`config.mk`:
```
export PLATFORM = sky130hd
export DESIGN_NAME = hls_activity_monitor_flat
export DESIGN_NICKNAME = d
export VERILOG_FILES = /design/src/rtl/hls_activity_monitor_pkg.sv /design/src/rtl/hls_activity_monitor_if.sv /design/src/rtl/hls_activity_monitor_loop_event_tracker.sv /design/src/rtl/hls_activity_monitor.sv /design/src/flat_wrapper.sv
export SDC_FILE = /design/constraint.sdc
export NUM_CORES = 1
export LEC_CHECK = 0
export BUFFER_PORTS_ARGS = -buffer_cell sky130_fd_sc_hd__buf_2
export CAP_MARGIN = 20
export CORE_UTILIZATION = 55
export DETAILED_ROUTE_END_ITERATION = 16
export PLACE_DENSITY = 0.78
export SKIP_LAST_GASP = 1
export SLEW_MARGIN = 20
export SYNTH_ARGS = -nofsm -noshare
export SYNTH_HDL_FRONTEND = slang
export SYNTH_HIERARCHICAL = 1
export SYNTH_SLANG_ARGS = --single-unit
```
`constraint.sdc`:
```
create_clock -name clock -period 6.5 [get_ports clock]
set_input_delay 0.65 -clock clock [delete_from_list [all_inputs] [get_ports clock]]
set_output_delay 0.65 -clock clock [all_outputs]
set_load 0.01 [all_outputs]
```
`src/rtl/hls_activity_monitor_pkg.sv`:
```
// rtl/hls_activity_monitor_pkg.sv - shared types and counter helper for the activity monitor (MONITOR_SATURATE_EN)
package hls_activity_monitor_pkg;

    localparam int CNT_W_DEFAULT = 32;
    localparam int CNT_MAX_W     = 64;

    typedef enum logic [1:0] {
        IDLE      = 2'd0,
        RUN       = 2'd1,
        WAIT_CONT = 2'd2
    } kstate_t;

    typedef enum logic {
        L_IDLE   = 1'b0,
        L_ACTIVE = 1'b1
    } lstate_t;

    // ones is the all-ones value of the caller's counter width
    function automatic logic [CNT_MAX_W-1:0] cnt_inc(input logic [CNT_MAX_W-1:0] v,
                                                     input logic [CNT_MAX_W-1:0] ones);
`ifdef MONITOR_SATURATE_EN
        return (v == ones) ? v : v + CNT_MAX_W'(1);
`else
        return (v + CNT_MAX_W'(1)) & ones;
`endif
    endfunction

endpackage

```
`src/rtl/hls_activity_monitor_if.sv`:
```
// rtl/hls_activity_monitor_if.sv - observed kernel and loop-pipeline signals
interface hls_activity_monitor_if #(
    parameter int STATE_W = 1
);
    logic               ap_start;
    logic               ap_ready;
    logic               ap_done;
    logic               ap_continue;
    logic [STATE_W-1:0] cur_state;
    logic [STATE_W-1:0] iter_start_state;
    logic [STATE_W-1:0] iter_end_state;
    logic [STATE_W-1:0] quit_state;
    logic               iter_start_block;
    logic               iter_end_block;
    logic               quit_block;
    logic               iter_start_enable;
    logic               iter_end_enable;
    logic               quit_enable;
    logic               loop_start;
    logic               loop_done;
    logic               loop_continue;
    logic               quit_at_end;

    modport master (
        output ap_start, ap_ready, ap_done, ap_continue,
        output cur_state, iter_start_state, iter_end_state, quit_state,
        output iter_start_block, iter_end_block, quit_block,
        output iter_start_enable, iter_end_enable, quit_enable,
        output loop_start, loop_done, loop_continue, quit_at_end
    );

    modport slave (
        input ap_start, ap_ready, ap_done, ap_continue,
        input cur_state, iter_start_state, iter_end_state, quit_state,
        input iter_start_block, iter_end_block, quit_block,
        input iter_start_enable, iter_end_enable, quit_enable,
        input loop_start, loop_done, loop_continue, quit_at_end
    );
endinterface

```
`src/rtl/hls_activity_monitor_loop_event_tracker.sv`:
```
// rtl/hls_activity_monitor_loop_event_tracker.sv - loop event decode, loop FSM and loop statistics
module loop_event_tracker
    import hls_activity_monitor_pkg::*;
#(
    parameter int CNT_W = CNT_W_DEFAULT
) (
    input  logic                   clock,
    input  logic                   reset,
    input  logic                   frozen,
    hls_activity_monitor_if.slave  mon,
    output logic                   loop_active,
    output logic [CNT_W-1:0]       loop_run_count,
    output logic [CNT_W-1:0]       loop_last_trip,
    output logic [CNT_W-1:0]       loop_inflight,
    output logic [CNT_W-1:0]       loop_stall_count,
    output logic [CNT_W-1:0]       loop_max_ii
);

    localparam logic [CNT_MAX_W-1:0] ONES = (CNT_MAX_W'(1) << CNT_W) - CNT_MAX_W'(1);

    function automatic logic [CNT_W-1:0] inc(input logic [CNT_W-1:0] v);
        return CNT_W'(cnt_inc(CNT_MAX_W'(v), ONES));
    endfunction

    lstate_t          state_q, state_d;
    logic             it_start, it_end, quit_ev, stall;
    logic             entry, in_run, counted_start, complete, quit_mark;
    logic             quitting_q, seen_q;
    logic [CNT_W-1:0] trip_q, ii_q, trip_base, trip_cnt, infl_base, infl_next;

    assign it_start = (mon.cur_state == mon.iter_start_state) & mon.iter_start_enable & ~mon.iter_start_block;
    assign it_end   = (mon.cur_state == mon.iter_end_state) & mon.iter_end_enable & ~mon.iter_end_block;
    assign quit_ev  = (mon.cur_state == mon.quit_state) & mon.quit_enable & ~mon.quit_block;
    assign stall    = (mon.cur_state == mon.iter_start_state) & mon.iter_start_enable & mon.iter_start_block;

    always_ff @(posedge clock) begin
        if (reset) state_q <= L_IDLE;
        else       state_q <= state_d;
    end

    always_comb begin
        state_d = state_q;
        case (state_q)
            L_IDLE:   if (mon.loop_start) state_d = L_ACTIVE;
            L_ACTIVE: if (mon.loop_done && mon.loop_continue) state_d = L_IDLE;
            default:  state_d = L_IDLE;
        endcase
    end

    always_comb begin
        loop_active = (state_q == L_ACTIVE);
    end

    // Entry cycle starts from cleared per-run state, so a stale quit flag never blocks it
    always_comb begin
        entry         = (state_q == L_IDLE) && mon.loop_start;
        in_run        = entry || (state_q == L_ACTIVE);
        counted_start = it_start && in_run && (entry || !quitting_q);
        complete      = (state_q == L_ACTIVE) && mon.loop_done && mon.loop_continue;
        quit_mark     = quit_ev && !mon.quit_at_end;
        trip_base     = entry ? '0 : trip_q;
        trip_cnt      = counted_start ? inc(trip_base) : trip_base;
        infl_base     = entry ? '0 : loop_inflight;
        infl_next     = infl_base;
        if (counted_start && !it_end)
            infl_next = inc(infl_base);
        else if (!counted_start && it_end && infl_base != '0)
            infl_next = infl_base - CNT_W'(1);
    end

    always_ff @(posedge clock) begin
        if (reset) begin
            trip_q     <= '0;
            ii_q       <= '0;
            seen_q     <= 1'b0;
            quitting_q <= 1'b0;
        end else begin
            if (in_run) trip_q <= trip_cnt;
            if (entry) quitting_q <= quit_mark;
            else if (state_q == L_ACTIVE && quit_mark) quitting_q <= 1'b1;
            if (counted_start) begin
                ii_q   <= CNT_W'(1);
                seen_q <= 1'b1;
            end else begin
                ii_q <= inc(ii_q);
                if (entry) seen_q <= 1'b0;
            end
        end
    end

    always_ff @(posedge clock) begin
        if (reset) begin
            loop_run_count   <= '0;
            loop_last_trip   <= '0;
            loop_inflight    <= '0;
            loop_stall_count <= '0;
            loop_max_ii      <= '0;
        end else if (!frozen) begin
            loop_inflight <= infl_next;
            if (complete) begin
                loop_run_count <= inc(loop_run_count);
                loop_last_trip <= trip_cnt;
            end
            if (state_q == L_ACTIVE && stall)
                loop_stall_count <= inc(loop_stall_count);
            if (counted_start && seen_q && !entry && ii_q > loop_max_ii)
                loop_max_ii <= ii_q;
        end
    end

endmodule

```
`src/rtl/hls_activity_monitor.sv`:
```
// rtl/hls_activity_monitor.sv - kernel handshake FSM, freeze control and loop tracker (MONITOR_SATURATE_EN)
module hls_activity_monitor
    import hls_activity_monitor_pkg::*;
#(
    parameter int STATE_W = 1,
    parameter int CNT_W   = CNT_W_DEFAULT
) (
    input  logic                   clock,
    input  logic                   reset,
    hls_activity_monitor_if.slave  mon,
    input  logic                   finish,
    output logic                   mod_busy,
    output logic [CNT_W-1:0]       mod_txn_count,
    output logic [CNT_W-1:0]       mod_last_latency,
    output logic                   loop_active,
    output logic [CNT_W-1:0]       loop_run_count,
    output logic [CNT_W-1:0]       loop_last_trip,
    output logic [CNT_W-1:0]       loop_inflight,
    output logic [CNT_W-1:0]       loop_stall_count,
    output logic [CNT_W-1:0]       loop_max_ii,
    output logic                   frozen
);

    localparam logic [CNT_MAX_W-1:0] ONES = (CNT_MAX_W'(1) << CNT_W) - CNT_MAX_W'(1);

    function automatic logic [CNT_W-1:0] inc(input logic [CNT_W-1:0] v);
        return CNT_W'(cnt_inc(CNT_MAX_W'(v), ONES));
    endfunction

    kstate_t          state_q, state_d;
    logic [CNT_W-1:0] lat_q, done_lat;
    logic             txn_done;
    logic [STATE_W-1:0] unused_state_w;

    assign unused_state_w = mon.cur_state;

    always_ff @(posedge clock) begin
        if (reset) state_q <= IDLE;
        else       state_q <= state_d;
    end

    always_comb begin
        state_d = state_q;
        case (state_q)
            IDLE: begin
                if (mon.ap_start) begin
                    if (mon.ap_done) state_d = mon.ap_continue ? IDLE : WAIT_CONT;
                    else             state_d = RUN;
                end
            end
            RUN:       if (mon.ap_done) state_d = mon.ap_continue ? IDLE : WAIT_CONT;
            WAIT_CONT: if (mon.ap_continue) state_d = IDLE;
            default:   state_d = IDLE;
        endcase
    end

    // Latency reported on completion counts the completing cycle itself
    always_comb begin
        mod_busy = (state_q != IDLE);
        txn_done = 1'b0;
        done_lat = inc(lat_q);
        case (state_q)
            IDLE: begin
                txn_done = mon.ap_start && mon.ap_done && mon.ap_continue;
                done_lat = CNT_W'(1);
            end
            RUN:       txn_done = mon.ap_done && mon.ap_continue;
            WAIT_CONT: txn_done = mon.ap_continue;
            default:   txn_done = 1'b0;
        endcase
    end

    always_ff @(posedge clock) begin
        if (reset) begin
            lat_q            <= '0;
            mod_txn_count    <= '0;
            mod_last_latency <= '0;
            frozen           <= 1'b0;
        end else begin
            if (finish) frozen <= 1'b1;
            if (state_q == IDLE) begin
                if (mon.ap_start) lat_q <= CNT_W'(1);
            end else begin
                lat_q <= inc(lat_q);
            end
            if (txn_done && !frozen) begin
                mod_txn_count    <= inc(mod_txn_count);
                mod_last_latency <= done_lat;
            end
        end
    end

    loop_event_tracker #(
        .CNT_W (CNT_W)
    ) u_loop (
        .clock            (clock),
        .reset            (reset),
        .frozen           (frozen),
        .mon              (mon),
        .loop_active      (loop_active),
        .loop_run_count   (loop_run_count),
        .loop_last_trip   (loop_last_trip),
        .loop_inflight    (loop_inflight),
        .loop_stall_count (loop_stall_count),
        .loop_max_ii      (loop_max_ii)
    );

endmodule

```
`src/flat_wrapper.sv`:
```
// flat-port wrapper written by rule: the top's interface ports become plain ports
module hls_activity_monitor_flat import hls_activity_monitor_pkg::*;
#(
    parameter int STATE_W = 1,
    parameter int CNT_W   = CNT_W_DEFAULT
)
  (clock, reset, finish, mod_busy, mod_txn_count, mod_last_latency, loop_active, loop_run_count, loop_last_trip, loop_inflight, loop_stall_count, loop_max_ii, frozen, mon_ap_start, mon_ap_ready, mon_ap_done, mon_ap_continue, mon_cur_state, mon_iter_start_state, mon_iter_end_state, mon_quit_state, mon_iter_start_block, mon_iter_end_block, mon_quit_block, mon_iter_start_enable, mon_iter_end_enable, mon_quit_enable, mon_loop_start, mon_loop_done, mon_loop_continue, mon_quit_at_end);
  hls_activity_monitor_if #(.STATE_W(STATE_W)) mon_i ();
  input  logic clock;
  input  logic reset;
  input  logic finish;
  output logic mod_busy;
  output logic [CNT_W-1:0] mod_txn_count;
  output logic [CNT_W-1:0] mod_last_latency;
  output logic loop_active;
  output logic [CNT_W-1:0] loop_run_count;
  output logic [CNT_W-1:0] loop_last_trip;
  output logic [CNT_W-1:0] loop_inflight;
  output logic [CNT_W-1:0] loop_stall_count;
  output logic [CNT_W-1:0] loop_max_ii;
  output logic frozen;
  input wire logic [$bits(mon_i.ap_start)-1:0] mon_ap_start;
  input wire logic [$bits(mon_i.ap_ready)-1:0] mon_ap_ready;
  input wire logic [$bits(mon_i.ap_done)-1:0] mon_ap_done;
  input wire logic [$bits(mon_i.ap_continue)-1:0] mon_ap_continue;
  input wire logic [$bits(mon_i.cur_state)-1:0] mon_cur_state;
  input wire logic [$bits(mon_i.iter_start_state)-1:0] mon_iter_start_state;
  input wire logic [$bits(mon_i.iter_end_state)-1:0] mon_iter_end_state;
  input wire logic [$bits(mon_i.quit_state)-1:0] mon_quit_state;
  input wire logic [$bits(mon_i.iter_start_block)-1:0] mon_iter_start_block;
  input wire logic [$bits(mon_i.iter_end_block)-1:0] mon_iter_end_block;
  input wire logic [$bits(mon_i.quit_block)-1:0] mon_quit_block;
  input wire logic [$bits(mon_i.iter_start_enable)-1:0] mon_iter_start_enable;
  input wire logic [$bits(mon_i.iter_end_enable)-1:0] mon_iter_end_enable;
  input wire logic [$bits(mon_i.quit_enable)-1:0] mon_quit_enable;
  input wire logic [$bits(mon_i.loop_start)-1:0] mon_loop_start;
  input wire logic [$bits(mon_i.loop_done)-1:0] mon_loop_done;
  input wire logic [$bits(mon_i.loop_continue)-1:0] mon_loop_continue;
  input wire logic [$bits(mon_i.quit_at_end)-1:0] mon_quit_at_end;
  assign mon_i.ap_start = mon_ap_start;
  assign mon_i.ap_ready = mon_ap_ready;
  assign mon_i.ap_done = mon_ap_done;
  assign mon_i.ap_continue = mon_ap_continue;
  assign mon_i.cur_state = mon_cur_state;
  assign mon_i.iter_start_state = mon_iter_start_state;
  assign mon_i.iter_end_state = mon_iter_end_state;
  assign mon_i.quit_state = mon_quit_state;
  assign mon_i.iter_start_block = mon_iter_start_block;
  assign mon_i.iter_end_block = mon_iter_end_block;
  assign mon_i.quit_block = mon_quit_block;
  assign mon_i.iter_start_enable = mon_iter_start_enable;
  assign mon_i.iter_end_enable = mon_iter_end_enable;
  assign mon_i.quit_enable = mon_quit_enable;
  assign mon_i.loop_start = mon_loop_start;
  assign mon_i.loop_done = mon_loop_done;
  assign mon_i.loop_continue = mon_loop_continue;
  assign mon_i.quit_at_end = mon_quit_at_end;
  hls_activity_monitor #(.STATE_W(STATE_W), .CNT_W(CNT_W)) u_core (.clock(clock), .reset(reset), .mon(mon_i), .finish(finish), .mod_busy(mod_busy), .mod_txn_count(mod_txn_count), .mod_last_latency(mod_last_latency), .loop_active(loop_active), .loop_run_count(loop_run_count), .loop_last_trip(loop_last_trip), .loop_inflight(loop_inflight), .loop_stall_count(loop_stall_count), .loop_max_ii(loop_max_ii), .frozen(frozen));
endmodule
```
# Yosys cells after proc, flatten, opt, wreduce, memory -nomap -nowiden
# Index checks and enable logic that the tools add are counted.
op_classes:
  addsub: 8
  n_lt_le_gt_ge: 1
  n_eq_ne: 8
  mux: 23
  bitwise_logic: 12
  reduce_logical: 37
ops:
  columns: ["operator", "count"]
  rows:
  - ["two-way mux 32 bit", 8]
  - ["adder 32 x 1 -> 32 bit (second input constant)", 7]
  - ["> comparator 32 bit", 1]
  - ["nonzero test 32 bit", 1]
  - ["subtractor 32 x 1 -> 32 bit (second input constant)", 1]
  - ["logical AND 1 bit", 19]
  - ["two-way mux 2 bit", 5]
  - ["AND 1 bit", 7]
  - ["two-way mux 1 bit", 7]
  - ["logical NOT 1 bit", 6]
  - ["inequality test 2 bit (second input constant)", 3]
  - ["case mux 2 bit (3 select lines)", 1]
  - ["AND reduction 2 bit", 3]
  - ["nonzero test 2 bit", 3]
  - ["inverter 1 bit", 5]
  - ["equality test 1 bit", 3]
  - ["case mux 1 bit (3 select lines)", 1]
  - ["AND reduction 3 bit", 1]
  - ["equality test 2 x 1 -> 1 bit (second input constant)", 1]
  - ["equality test 2 bit (second input constant)", 1]
  - ["logical NOT 2 bit", 1]
  - ["logical OR 1 bit", 2]
  - ["case mux 1 bit (2 select lines)", 1]
  - ["OR reduction 2 bit", 1]
totals:
  regBits: 326
  input_bits: 21
  out_inout_bits: 227
  wordCells: 105

# Depth between registers and ports, before layout
# Gate-level depths: netlist of the first run.
logic_depth:
  depth_word: 10
  depth_mapped: 16
  depth_no_buf: 11

# Cells and area by module
# The synthesis of the first run kept the hierarchy.
modules_own_cells:
  columns: ["mod", "instances", "cells_per_inst", "area_per_inst_um2", "seq_area_each_um2"]
  rows:
  - ["loop_event_tracker", 1, 1419, 11492.3, 4544.4]
  - ["hls_activity_monitor", 1, 539, 4604.4, 1981.9]

# Worst setup path after synthesis of the first run
# Ideal clock, no wire load.
synth_path:
  path_type: "input to register"
  startpoint: "input mon_loop_start"
  endpoint: "register u_core.u_loop.loop_inflight[22]"
  setup_time_ns: 0.070
  arrival_time_ns: 3.558
  t_required_ns: 6.430
  path_slack_ns: 2.871
  cell_stages: 15
  n_path_buf: 5
  path_cell_list: "nand2b_1 > buf_2 > clkbuf_1 > clkbuf_1 > clkbuf_1 > nand2_1 > ha_1 > nor4b_1 > and4_1 > and3_1 > buf_2 > nor3_1 > a21oi_1 > a211o_1 > a21oi_1"
synth_between:
  elab_chain_len: 9
  word_cells_on_any_way: 15
  cone_classes: "add/sub (2); mux (3); reduce/logical (10)"
synth_lines:
  columns: ["element", "line", "source"]
  rows:
  - ["start, declared", "flat_wrapper.sv:36", "input wire logic [$bits(mon_i.loop_start)-1:0] mon_loop_start;"]
  - ["logical AND 1 bit (*)", "hls_activity_monitor_loop_event_tracker.sv:56", "entry = (state_q == L_IDLE) && mon.loop_start;"]
  - ["branches (longest 7 deep; another with subtractor 32 x 1 -> 32 bit)", null, null]
  - ["two-way mux 32 bit (*)", "hls_activity_monitor_loop_event_tracker.sv:65", "if (counted_start && !it_end)"]
  - ["end signal, assigned", "hls_activity_monitor_loop_event_tracker.sv:99", "loop_inflight <= infl_next;"]
  - ["end, declared", "hls_activity_monitor_loop_event_tracker.sv:14", "output logic [CNT_W-1:0] loop_inflight,"]
# Mark *: on every way between the ends.
# A chain may end at the register's enable or synchronous reset.

# Worst setup path after layout of the first run
layout_path:
  startpoint: "register u_core.u_loop.state_q (netlist: u_core/u_loop/loop_active)"
  endpoint: "register u_core.u_loop.loop_inflight[2]"
layout_between:
  elab_chain_len: 10
  word_cells_on_any_way: 16
  cone_classes: "add/sub (2); mux (3); bitwise (1); reduce/logical (10)"
layout_lines:
  columns: ["element", "line", "source"]
  rows:
  - ["start, declared", "hls_activity_monitor_loop_event_tracker.sv:25", "lstate_t state_q, state_d;"]
  - ["start signal, assigned", "hls_activity_monitor_loop_event_tracker.sv:38", "else state_q <= state_d;"]
  - ["branches (longest 9 deep; another with subtractor 32 x 1 -> 32 bit)", null, null]
  - ["two-way mux 32 bit (*)", "hls_activity_monitor_loop_event_tracker.sv:65", null]
# Marked as above.

==> results of run 1 <==
[power groups by stage]
stage | clock network (W) | registers (W) | logic (W)
2_1_floorplan | 0 | 0.00210 | 0.000262
3_3_place_gp | 0 | 0.00210 | 0.000353
3_5_place_dp | 0 | 0.00210 | 0.000358
4_1_cts | 0.00198 | 0.00206 | 0.000359
5_1_grt | 0.00206 | 0.00206 | 0.000399
6_report | 0.00194 | 0.00206 | 0.000366
[logic make-up (layout without fill, tap and decap cells)]
logic type      Yosys count  after routing
fa+ha+maj                41             41
flops                   326            326
xor+xnor                170            170
buf+inv                 163            382
compound gates          339            339
mux                      41             41
simple gates            878            878
[per-layer routing]
metal / vias up / global-route usage, % / part of all wire (%)
met5: - / 0 / 0
met4: 0 / 9.96 / 3.4
met3: 93 / 5.28 / 6.1
met2: 475 / 43.9 / 46
met1: 7027 / 34.8 / 44
li1: 7311 / - / -
[worst paths after layout]
| kind | end | slack, ns | start |
|---|---|---|---|
| worst max-delay path | u_core/u_loop/loop_inflight[2]$_SDFFE_PP0N_ | 2.47 | u_core/u_loop/loop_active$_SDFF_PP0_ |
| worst min-delay path | u_core/state_q[1]$_SDFFE_PP0P_ | 0.34 | mon_ap_continue |
| worst max register to register | u_core/u_loop/loop_inflight[2]$_SDFFE_PP0N_ | 2.47 | u_core/u_loop/loop_active$_SDFF_PP0_ |
| worst min register to register | u_core/mod_last_latency[3]$_SDFFE_PP0P_ | 0.45 | u_core/mod_last_latency[3]$_SDFFE_PP0P_ |
[through the flow]
step | power, W | utilization [%] | hold slack (ns) | cells | setup slack [ns]
6_report | 0.00436 | 64.7 | 0.335 | 2561 | 2.47
5_1_grt | 0.00452 | 64.7 | 0.321 | 2561 | 2.28
4_1_cts | 0.00440 | 64.7 | 0.314 | 2561 | 2.59
3_5_place_dp | 0.00246 | 60.7 | 0.442 | 2499 | 2.45
3_3_place_gp | 0.00245 | 60.7 | 0.439 | 2499 | 2.53
2_1_floorplan | 0.00236 | - | 0.445 | 1958 | 2.87
[registers in the layout, summed over array words and instances (netlist names), 2 cells and up]
signal                          count
u_core/lat_q                       32
u_core/mod_last_latency            32
u_core/mod_txn_count               32
u_core/u_loop/ii_q                 32
u_core/u_loop/loop_inflight        32
u_core/u_loop/loop_last_trip       32
u_core/u_loop/loop_max_ii          32
u_core/u_loop/loop_run_count       32
u_core/u_loop/loop_stall_count     32
u_core/u_loop/trip_q               32
u_core/state_q                      2
[final cells by class]
| cell class | count | area (sq um) | share of cell area [%] |
|---|---|---|---|
| multi-input cells | 1469 | 8920 | 47.9 |
| flip-flops and latches | 326 | 6530 | 35.1 |
| well taps | 384 | 480 | 2.58 |
| repair buffers | 257 | 1320 | 7.09 |
| inverters | 63 | 236 | 1.27 |
| clock buffers | 56 | 1090 | 5.85 |
| clock inverters | 6 | 41.3 | 0.222 |
[worst reg2reg max path: stages (launching register included)]
cell      delay, ns
dfxtp_1        0.56
nand2b_2       0.68
nand2_1        0.25
ha_1           0.28
nor4b_1        0.16
and4_1         0.20
and3_1         0.26
nor2_1         0.77
nand2_1        0.23
a21oi_1        0.20
mux2_2         0.34
[cell usage after synthesis (5+ instances only)]
master / instances / area (sq um)
o211ai_1: 8 / 60.1
nand3_1: 96 / 480
nand3b_1: 8 / 60.1
nor4_1: 24 / 150
or2_2: 7 / 43.8
xor2_1: 103 / 902
a31oi_1: 19 / 119
and4_1: 20 / 175
a311oi_1: 6 / 52.6
nand2b_1: 5 / 31.3
o2bb2ai_1: 21 / 184
nor3_1: 57 / 285
o31ai_1: 22 / 165
or3_1: 38 / 238
a211oi_1: 16 / 120
o22ai_1: 7 / 43.8
xnor2_1: 66 / 578
nand4_1: 70 / 438
and2_1: 16 / 100
a21oi_1: 108 / 541
ha_1: 41 / 513
or4_1: 8 / 60.1
a22oi_1: 6 / 45.0
o21ai_0: 81 / 405
nand2_1: 228 / 856
and3_1: 33 / 206
clkbuf_1: 78 / 293
dfxtp_1: 326 / 6530
nor4b_1: 6 / 52.6
inv_1: 61 / 229
a21o_1: 6 / 45.0
buf_2: 11 / 55.1
nor2_1: 237 / 890
mux2i_1: 36 / 360
==> qor.txt, run 1 <==
post-synthesis compound-gate area fraction = 13.3%
Synth warnings = 6
placer congestion estimate = 0.932
Most Frequent Cell on Critical Path = nand2_1
Crit path depth = 10
post-CTS sizing = 0
clock slew at reported path FFs = 0.06 ns
syn avg cell area = 8.22 sq um
initial core utilization = 55.9%
largest family of logic cells by synthesized area = simple AND/OR/NAND/NOR gates
Cell Rows = 62
final instance area = 18600 sq um
DR vias = 14900
Peak Freq = 0.248 GHz
Max-Cap Viols = 0
EDFF count, synth = 0
most frequent cells in the layout = dfxtp_1, buf_2, nor2_1
hold path depth = 2
Post-Synth XOR/XNOR Area = 9.30%
Worst Path Max Fanout = 33
CP Buf/Inv Count = 0
synthesized instance count = 1958
ys async rst share = 0%
status = finished, final reports clean
initial antenna violation count = 0
CTS root buffer = clkbuf_16
Area Growth Syn to Fin = 15.6%
Slew @ Worst Pin = 1.03 ns
Hold-fix buffers, CTS = 0
prevailing post-synth register cell = dfxtp_1
sequential-to-total area share from yosys stat = 40.5%
Die Wd = 173 um
ratio of cells with drive above 1 in the final layout = 15.9%
Placed Area = 17500 sq um
CTS max path bufs = 3
Psw = 0.00107 W
cell area after synthesis = 16100 sq um
die area = 30000 sq um
Simple-Gate Fraction of Synth Area = 26.9%
RSZ-0062 raised after global routing = false
I/O pin count = 248
Worst Path Arrival = 4.43 ns
Pre-Repair DR Iteration Count = 6
crit end category = flop
slowest cell on the critical path = nor2_1
final setup TNS = 0 ns
CP max stage delay = 0.77 ns
peak supply drop = 0.212 mV
largest net degree at the start of global routing = 123
Starting DRT DRC Count = 1033
CP Launch Type = flop
FF+latch count, synth = 326
Buffers on Ports = 246
post-synthesis net count = 2020
post-synthesis mux area share = 2.61%
DRC = 0
Skew-Pair Late Insertion Delay = 0.52 ns
switching share of total power = 24.5%
all-layer global routing usage = 26.7%
family with the most delay on the worst path = simple AND/OR/NAND/NOR gates
Final period util = 62.1%
Final Hold Fails = 0
power per standard cell area = 234 nW/um^2
Distinct cells, synth = 82
Crit Path Class = reg -> reg
routed vias/inst = 5.82
H-tree depth = 2
worst path required time = 6.90 ns
Ant. Diodes = 0
minimum clock period = 4.03 ns
# setup viols final = 0
Pint = 0.00329 W
combinational power share = 8.4%
clock power share = 44.4%
grt total ovfl = 0
Post-Route WL = 41600 um
Hold Crit Class = in -> reg
total setup buffers inserted after CTS = 0
most common cell after layout, fill and taps aside = dfxtp_1
Num CTS Buffers = 36
Final #Nets = 2215
Max-slew headroom = 30.5%
WL/cell = 16.2 um
vias in the first global route = 13500
Pins Over Slew Limit = 0
Die Height = 173 um
CTS tree = done
Num Clock Sinks = 326
core area = 28800 sq um
Static Leak = 7.18 nW
clk_skew = 0.0179 ns
R2R depth = 10
CP Cell Sequence = nand2b_2, nand2_1, ha_1, nor4b_1, and4_1, and3_1, nor2_1, nand2_1, a21oi_1, mux2_2
Post-Synth Adder-Cell Area = 3.19%
filler cell count = 2509
Seq pwr share = 47.2%
first-pass GRT wire length = 67500 um
dpl hpwl = 29100 um
post-route ant nets = 0
No activity file was read; power rests on OpenSTA's default activity.
==> inputs of run 2 (changes only) <==
==> constraint.sdc (replaced) <==
create_clock -name clock -period 4 [get_ports clock]
set_input_delay 0.4 -clock clock [delete_from_list [all_inputs] [get_ports clock]]
set_output_delay 0.4 -clock clock [all_outputs]
set_load 0.01 [all_outputs]
==> run 2 against run 1 <==
  * Global-route usage increased by 0.38 points
  * Largest cell class unchanged
  * Clock skew decreased by 0.0063 ns
  * Sequential share of layout area decreased by 0.22 points
==> qor.txt, run 2 (synthesis gave the netlist of run 1 again) <==
status = finished, final reports clean
post-route ant nets = 0 (unchanged)
Num Clock Sinks = 326 (unchanged)
CP max stage delay = 0.39 ns (-0.38 ns)
post-CTS sizing = 0 (unchanged)
Reg area = 6530 sq um (unchanged)
dpl hpwl = 29200 um (+0.50%)
Num CTS Buffers = 36 (unchanged)
Die Height = 173 um (unchanged)
H-tree depth = 2 (unchanged)
die area = 30000 sq um (unchanged)
grt total ovfl = 0 (unchanged)
Worst Path Arrival = 3.69 ns (-0.74 ns)
I/O pin count = 248 (unchanged)
Slew @ Worst Pin = 1.13 ns (+0.0943 ns)
clock power share = 44.8% (+0.4 points)
CTS root buffer = clkbuf_16
clock slew at reported path FFs = 0.06 ns (about the same)
Final period util = 82.2% (+20 points)
R2R depth = 12 (+2)
worst path required time = 4.40 ns (-2.50 ns)
final setup TNS = 0 ns (unchanged)
WL/cell = 16.3 um (+0.48%)
Max-slew headroom = 24.2% (-6.3 points)
crit end category = flop
CP Launch Type = flop
Worst Path Max Fanout = 12 (-64%)
total power = 0.00716 W (+64%)
initial antenna violation count = 0 (unchanged)
power per standard cell area = 382 nW/um^2 (+63%)
first-pass GRT wire length = 68800 um (+1.9%)
Crit Path Class = reg -> reg
Pre-Repair DR Iteration Count = 7 (+1)
slowest cell on the critical path = nor2_1
initial core utilization = 55.9% (unchanged)
Final #Nets = 2227 (+0.54%)
Pint = 0.00539 W (+64%)
DRC = 0 (unchanged)
filler cell count = 2465 (-1.8%)
Min Hold Slack = 0.0754 ns (-0.260 ns)
CTS max path bufs = 3 (unchanged)
minimum clock period = 3.29 ns (-0.746 ns)
placer congestion estimate = 0.950 (+1.9%)
routed vias/inst = 5.78 (-0.64%)
Peak Freq = 0.304 GHz (+23%)
Ant. Diodes = 0 (unchanged)
# setup viols final = 0 (unchanged)
most common cell after layout, fill and taps aside = dfxtp_1
all-layer global routing usage = 27.1% (+0.38 points)
Max-Cap Viols = 0 (unchanged)
Buffers on Ports = 246 (unchanged)
Post-Route WL = 42000 um (+1.0%)
Static Leak = 7.25 nW (+0.99%)
area of the multi-input gates = 8920 sq um (about the same)
hold_sp = mon_ap_done
CP Launch Point = u_core/u_loop/loop_active$_SDFF_PP0_
Hold-fix buffers, CTS = 0 (unchanged)
most frequent cells in the layout = dfxtp_1, buf_2, nor2_1
Psw = 0.00176 W (+65%)
core area = 28800 sq um (unchanged)
hold path depth = 2 (unchanged)
DR vias = 14900 (-0.094%)
vias in the first global route = 13800 (+1.7%)
CTS tree = done
Final Hold Fails = 0 (unchanged)
RSZ-0062 raised after global routing = false
Die Wd = 173 um (unchanged)
Skew-Pair Late Insertion Delay = 0.52 ns (about the same)
Area Growth Syn to Fin = 16.3%
Starting DRT DRC Count = 1212 (+17%)
peak supply drop = 0.298 mV (+41%)
CP Cell Sequence = buf_4, nand2b_2, nand2_1, ha_1, nor4b_1, and4_1, and3_1, nor2_1, buf_4, nand2_1, a21oi_1, mux2_2
largest net degree at the start of global routing = 127 (+3.3%)
Pins Over Slew Limit = 0 (unchanged)
switching share of total power = 24.6% (+0.084 points)
Hold Crit Class = in -> reg
combinational power share = 8.5% (about the same)
worst reg2reg startpoint = u_core/u_loop/loop_active$_SDFF_PP0_
ratio of cells with drive above 1 in the final layout = 16.3% (+0.40 points)
Seq pwr share = 46.7% (-0.5 points)
Cell Rows = 62 (unchanged)
clk_skew = 0.0115 ns (-0.00634 ns)
total setup buffers inserted after CTS = 0 (unchanged)
run 2: worst max-delay path, delay by kind of cell, from the launching register on:
kind,cells,cell delay (ns)
DFF,1,0.37
adders and majority gates,1,0.27
muxes,1,0.34
AOI/OAI and AO/OA,1,0.16
buffers and inverters,2,0.44
and+or+nand+nor,7,1.61
run 2: layout make-up:
type                       count  share of cell area [%]
inverter                      63                    1.26
clock inverter                 8                   0.408
multi-input combinational   1469                    47.6
sequential                   326                    34.9
clock buffer                  56                    5.71
tap                          384                    2.57
timing repair buffer         269                    7.60
run 2: path summary, 6_finish.rpt:
path                                                 end  slack, ns
max          u_core/u_loop/loop_inflight[2]$_SDFFE_PP0N_       0.71
min                       u_core/state_q[0]$_SDFFE_PP0P_       0.08
max reg2reg  u_core/u_loop/loop_inflight[2]$_SDFFE_PP0N_       0.71
min reg2reg      u_core/mod_last_latency[3]$_SDFFE_PP0P_       0.45
run 2: per-stage QoR:
| step | utilization [%] | instance area, sq um | setup WS (ns) | cells |
|---|---|---|---|---|
| floorplan | - | 16100 | 0.561 | 1958 |
| global placement | 61.1 | 17600 | 0.806 | 2511 |
| detailed placement | 61.1 | 17600 | 0.760 | 2511 |
| CTS | 65.1 | 18700 | 0.729 | 2575 |
| global route | 65.1 | 18700 | 0.487 | 2575 |
| finish | 65.1 | 18700 | 0.711 | 2575 |
run 2: power groups by stage:
stage	clock network [W]	logic [W]	registers [W]
floorplan	0	0.000426	0.00341
global placement	0	0.000587	0.00341
detailed placement	0	0.000594	0.00341
CTS	0.00326	0.000599	0.00334
global route	0.00342	0.000663	0.00335
finish	0.00321	0.000608	0.00334
run 2: metal layers:
layer | track usage [%] | up-vias | wire length [um]
met5 | 0 | - | 0
met4 | 10.5 | 0 | 1500
met3 | 5.34 | 90 | 2690
met2 | 43.5 | 502 | 19100
met1 | 36.0 | 6962 | 18700
li1 | - | 7338 | -
